--- src/rtl/avr_cpu_writeback.sv ---
// AVR execute-to-writeback stage: one-entry pending register in front of
// the 32x8 register file and SREG, with combinational read/SREG bypass.

// One bypassed register-file read port. The pending entry shadows the file
// until it commits, so readers never see a stale value.
module avr_wb_rd_port (
  input  logic [4:0]       addr,
  input  logic [31:0][7:0] rf,
  input  logic             pend_valid,
  input  logic [4:0]       pend_rd,
  input  logic [7:0]       pend_out,
  input  logic [7:0]       pend_hi,
  input  logic             pend_wr_reg,
  input  logic             pend_wr_pair,
  output logic [7:0]       data
);

  // Pair hits select lo/hi by address LSB; single hits need an exact match.
  always_comb begin
    data = rf[addr];
    if (pend_valid) begin
      if (pend_wr_pair) begin
        if (addr[4:1] == pend_rd[4:1]) data = addr[0] ? pend_hi : pend_out;
      end else if (pend_wr_reg && (addr == pend_rd)) begin
        data = pend_out;
      end
    end
  end

endmodule

module avr_cpu_writeback #(
  parameter logic [7:0] SREG_RESET = 8'h00,
  parameter logic [7:0] REG_RESET  = 8'h00
) (
  input  logic       clk,
  input  logic       rst_n,
  input  logic       stall,
  input  logic       alu_valid,
  input  logic [4:0] alu_rd,
  input  logic [7:0] alu_out,
  input  logic [7:0] alu_status,
  input  logic       alu_wr_reg,
  input  logic       alu_wr_pair,
  input  logic [7:0] alu_hi,
  input  logic [7:0] alu_flag_mask,
  input  logic       io_sreg_we,
  input  logic [7:0] io_sreg_wdata,
  input  logic       irq_ack,
  input  logic       reti,
  input  logic [4:0] rd_addr_a,
  input  logic [4:0] rd_addr_b,
  output logic [7:0] rd_data_a,
  output logic [7:0] rd_data_b,
  output logic [7:0] sreg,
  output logic [7:0] sreg_q,
  output logic       wb_busy
);

  localparam int NUM_RD = 2;

  typedef struct packed {
    logic [4:0] rd;
    logic [7:0] out;
    logic [7:0] hi;
    logic [7:0] status;
    logic [7:0] mask;
    logic       wr_reg;
    logic       wr_pair;
  } wb_ent_t;

  logic                   pend_valid;
  wb_ent_t                pend;
  logic [31:0][7:0]       rf;
  logic [7:0]             sreg_nxt;
  logic                   commit;
  logic [NUM_RD-1:0][4:0] rd_addr;
  logic [NUM_RD-1:0][7:0] rd_data;

  assign commit  = !stall && pend_valid;
  assign wb_busy = pend_valid;

  // Capture: a new entry replaces the one committing on the same edge.
  always_ff @(posedge clk or negedge rst_n) begin
    if (!rst_n) begin
      pend_valid <= 1'b0;
      pend       <= '0;
    end else if (!stall) begin
      pend_valid <= alu_valid;
      if (alu_valid) begin
        pend.rd      <= alu_rd;
        pend.out     <= alu_out;
        pend.hi      <= alu_hi;
        pend.status  <= alu_status;
        pend.mask    <= alu_flag_mask;
        pend.wr_reg  <= alu_wr_reg;
        pend.wr_pair <= alu_wr_pair;
      end
    end
  end

  // Register-file commit; pair writes win over single writes and force an even base.
  always_ff @(posedge clk or negedge rst_n) begin
    if (!rst_n) begin
      rf <= {32{REG_RESET}};
    end else if (commit) begin
      if (pend.wr_pair) begin
        rf[{pend.rd[4:1], 1'b0}] <= pend.out;
        rf[{pend.rd[4:1], 1'b1}] <= pend.hi;
      end else if (pend.wr_reg) begin
        rf[pend.rd] <= pend.out;
      end
    end
  end

  // SREG next value, lowest priority source first so later ones override.
  // io/irq/reti are independent of stall.
  always_comb begin
    sreg_nxt = sreg_q;
    if (commit)     sreg_nxt = (pend.mask & pend.status) | (~pend.mask & sreg_q);
    if (io_sreg_we) sreg_nxt = io_sreg_wdata;
    if (reti)       sreg_nxt[7] = 1'b1;
    if (irq_ack)    sreg_nxt[7] = 1'b0;
  end

  // Architectural SREG register.
  always_ff @(posedge clk or negedge rst_n) begin
    if (!rst_n) sreg_q <= SREG_RESET;
    else        sreg_q <= sreg_nxt;
  end

  // Effective SREG seen by the ALU: pending flags override committed ones.
  always_comb begin
    sreg = sreg_q;
    if (pend_valid) sreg = (pend.mask & pend.status) | (~pend.mask & sreg_q);
  end

  assign rd_addr[0] = rd_addr_a;
  assign rd_addr[1] = rd_addr_b;
  assign rd_data_a  = rd_data[0];
  assign rd_data_b  = rd_data[1];

  for (genvar p = 0; p < NUM_RD; p++) begin : g_rd
    avr_wb_rd_port u_rd (
      .addr         (rd_addr[p]),
      .rf           (rf),
      .pend_valid   (pend_valid),
      .pend_rd      (pend.rd),
      .pend_out     (pend.out),
      .pend_hi      (pend.hi),
      .pend_wr_reg  (pend.wr_reg),
      .pend_wr_pair (pend.wr_pair),
      .data         (rd_data[p])
    );
  end

endmodule

--- config.mk ---
export PLATFORM = sky130hd
export DESIGN_NAME = avr_cpu_writeback
export DESIGN_NICKNAME = d
export VERILOG_FILES = /design/src/rtl/avr_cpu_writeback.sv
export SDC_FILE = /design/constraint.sdc
export NUM_CORES = 1
export LEC_CHECK = 0
export CAP_MARGIN = 20
export CORE_ASPECT_RATIO = 1.5
export CORE_MARGIN = 2
export CORE_UTILIZATION = 35
export DETAILED_ROUTE_END_ITERATION = 10
export GPL_ROUTABILITY_DRIVEN = 1
export SYNTH_ARGS = -nofsm -noshare
export SYNTH_HDL_FRONTEND = slang
export SYNTH_HIERARCHICAL = 1
export SYNTH_SLANG_ARGS = --single-unit
--- constraint.sdc ---
create_clock -name clk -period 3.15 [get_ports clk]
set_clock_uncertainty 0.1 [all_clocks]
set_input_delay 0.4725 -clock clk [delete_from_list [all_inputs] [get_ports clk]]
set_output_delay 0.4725 -clock clk [all_outputs]
set_load 0.02 [all_outputs]
==> tab_implementation.tex <==
\begin{tabular}{lr}
\hline
Metric & Value \\
\hline
\multicolumn{2}{l}{\textbf{Status}} \\
Run status & complete, no violations \\
\multicolumn{2}{l}{\textbf{Global routing}} \\
Global Route Usage Sum & 0.2065 \\
Number of antenna violations at the first check in global routing & 0 \\
Number of global-route vias before repair & 12410 \\
Maximum number of pins on one net before global-route repair & 71 \\
Leftover overflow at the end of global routing & 0 \\
Wire length of the first global-routing pass & 78290 µm \\
\multicolumn{2}{l}{\textbf{Route}} \\
Routed via count divided by cell count & 5.635 \\
Remaining design rule violation count & 0 \\
Avg WL per Cell & 25.24 µm \\
Detailed Routing Iterations Pass 1 & 7 \\
Initial drt markers & 646 \\
Total via count in the routed design & 11550 \\
Number of routed nets with antenna violations & 0 \\
Post-detailed-routing wire length & 51750 µm \\
\multicolumn{2}{l}{\textbf{Floorplan}} \\
Die outline area & 50910 µm² \\
Number of rows in the core area & 99 \\
Die Wd & 184.9 µm \\
Top-Level Pins & 97 \\
Starting utilization of the core area & 0.3538 \\
Die Span Y & 275.3 µm \\
Core area & 48560 µm² \\
\multicolumn{2}{l}{\textbf{Placed design}} \\
Cell total after placement & 1992 \\
Global placer's final weighted congestion & 0.9770 \\
Port Buffer Count & 96 \\
Detailed-placement wirelength estimate & 38550 µm \\
Worst slack at placement & -395.9 ps \\
\multicolumn{2}{l}{\textbf{CTS}} \\
Clk Latency, worst-skew pair & 580 ps \\
Clock transition at the register clock pins on the worst setup and hold paths after CTS & 60 ps \\
TritonCTS Sinks & 304 \\
CTS tree & yes \\
Count of H-tree levels built during CTS & 1 \\
Clock tree buffer depth & 3 \\
Total clock buffers created by CTS & 30 \\
Library cell used as clock root buffer & clkbuf\_16 \\
\multicolumn{2}{l}{\textbf{Final layout}} \\
Non-filler cells, final & 2050 \\
Commonest cells after routing, fill and taps aside & mux2\_2 (303), dfrtp\_1 (301), buf\_4 (123) \\
Fraction of final layout cells sized beyond drive strength 1 & 0.4935 \\
\# diodes & 0 \\
Area grow syn2layout & 21.09\% \\
Commonest non-fill, non-tap cell in the layout & mux2\_2 \\
Count of nets after finishing & 1438 \\
\multicolumn{2}{l}{\textbf{Worst setup path}} \\
Critical path data arrival time & 2560 ps \\
Crit Path Max Fanout & 5 \\
R2r setup slk & 690 ps \\
Required arrival time at the worst endpoint & 2580 ps \\
Crit start category & register \\
Startpoint of the lowest-slack register-to-register path & wb\_busy\$\_DFFE\_PN0N\_ \\
Count of cells along the worst register-to-register path & 5 \\
Critical path type & reg -> out \\
Worst flop-to-flop path endpoint & rf[209]\$\_DFFE\_PN0P\_ \\
Critical path capture point type & output pin \\
\multicolumn{2}{l}{\textbf{Power and ir drop}} \\
Lkg Pwr & 9.178 nW \\
Power Density & 632.5 nW/µm² \\
Maximum resistive drop on vdd & 440.4 µV \\
\multicolumn{2}{l}{\textbf{Yosys}} \\
Synthesized Nets & 1270 \\
Synthesized instance count & 1206 \\
Number of flops mapped to enable cells by yosys & 0 \\
Most used DFF post-synth & dfrtp\_1 \\
Synthesized area & 17180 µm² \\
Largest area contributor in the netlist & dfrtp\_1 \\
Area share of the leading cell type in the synthesized netlist & 0.4428 \\
Top cells by area in the synthesized netlist & dfrtp\_1 (44\%), mux2\_2 (20\%), mux4\_2 (16\%), mux2i\_1 (3.6\%), a22o\_1 (1.5\%) \\
Register area share after synthesis & 0.4428 \\
Count of different cell masters after synthesis & 53 \\
Share of flip-flops with an asynchronous set or reset after synthesis & 1.000 \\
Number of synthesis warnings & 6 \\
Mean Syn Cell Area & 14.24 µm² \\
Total of flip-flops plus latches after synthesis & 304 \\
\multicolumn{2}{l}{\textbf{Timing}} \\
Fmax achieved & 319.6 MHz \\
Tmin final & 3129 ps \\
Number of endpoints failing setup at the final stage & 0 \\
Measured slew at the worst slew-check pin & 964.6 ps \\
Fin worst setup slack & 20.84 ps \\
Final critical-path share of the clock period & 0.9934 \\
Max-slew violation count & 0 \\
Max-Slew Margin vs Limit & 0.3570 \\
RSZ-0062 raised after global routing & no \\
Final count of hold timing violations & 0 \\
\multicolumn{2}{l}{\textbf{Worst hold path}} \\
Hold crit path type & in -> async \\
\multicolumn{2}{l}{\textbf{Job}} \\
Number of max-capacitance violations reported & 0 \\
\hline
\end{tabular}
## how the worst max path moves through the flow
stage                         startpoint      endpoint  slack (ps)  cells after the start
detailed placement          rd_addr_a[4]  rd_data_a[7]        -400                      7
finish              pend[38]$_DFFE_PN0P_  rd_data_b[4]          20                      8
floorplan                   rd_addr_a[0]  rd_data_a[7]         640                      6
global placement            rd_addr_a[4]  rd_data_a[7]        -400                      7
CTS                 pend[34]$_DFFE_PN0P_  rd_data_b[1]        0.04                      8
global route        pend[34]$_DFFE_PN0P_  rd_data_a[7]           3                      7
## area by class of cell
type	count	area (µm²)
Multi-Input combinational cell	792	9012
Fill cell	4485	27750
Inverter	4	15.01
Clock buffer	40	849.6
Timing Repair Buffer	242	2313
Clock inverter	12	180.2
Sequential cell	304	7611
Tap cell	656	820.8
## state kept, by name, indices dropped and copies added, names as in the netlist
| signal | flops |
|---|---|
| sreg_q | 8 |
| wb_busy | 1 |
| pend | 39 |
| rf | 256 |
## per-stage QoR
step,TNS (ps),hold slack [ps],power [mW],cell area [µm²],util
2_1_floorplan,0,76.91,8.028,17180,-
6_report,0,321.7,13.16,20800,0.4284
4_1_cts,0,317.5,13.23,20760,0.4275
5_1_grt,0,348.2,13.75,20800,0.4284
3_5_place_dp,-3930,373.7,9.391,19670,0.4051
3_3_place_gp,-3803,367.6,9.245,19670,0.4051
## cells by family after synthesis
logic type | after synthesis | share of synthesized area
compound gates | 151 | 0.06701
buf+inv | 110 | 0.03773
flops | 304 | 0.4428
xor+xnor | 10 | 0.005098
mux | 487 | 0.3934
simple gates | 144 | 0.05397
## report_power, final
| group | total (mW) | leakage, nW | internal, mW | switching (mW) |
|---|---|---|---|---|
| Sequential | 5.70 | 4.01 | 4.88 | 0.822 |
| Combinational | 3.64 | 4.67 | 2.10 | 1.54 |
| Clock | 3.81 | 0.499 | 2.22 | 1.59 |
## worst max-delay path, stage by stage, from the launching register on
cell and delay, ps:
dfrtp_1 540, xor2_1 270, nor2_1 70, nor4b_4 140, buf_4 180, buf_4 140, a21oi_1 110, a32o_1 330
buf_4 200
## Yosys cell counts, drive strengths merged (3+ instances only)
master	instances
a22oi	14
mux2	305
a21oi	19
nand3b	8
nand2	52
xnor2	4
a21o	4
o22ai	6
a31oi	4
nor3	16
a211oi	15
o21ai	27
a22o	30
and2	4
nor4b	3
xor2	6
o211ai	14
nand2b	6
mux2i	62
a32o	6
mux4	120
nor3b	5
inv	4
clkbuf	40
nand3	6
dfrtp	304
o2111ai	4
buf	66
nor2b	19
nor2	8
## per-layer routing
| metal | vias up | global-route usage | routed length, µm |
|---|---|---|---|
| li1 | 4982 | - | - |
| met1 | 6112 | 0.2323 | 19320 |
| met2 | 334 | 0.3853 | 27740 |
| met3 | 124 | 0.01926 | 1783 |
| met4 | 0 | 0.1069 | 2900 |
| met5 | - | 0 | 0 |
## repair_timing
action,4_1_cts,5_1_grt
pin swaps,3,1
cloned,0,1
gates resized for setup,33,30
endpoints found under the hold margin,61,0
endpoints found under the setup margin,14,13
buffers inserted,4,0
hold buffers,1,0
Power figures use the tool's default switching activity.
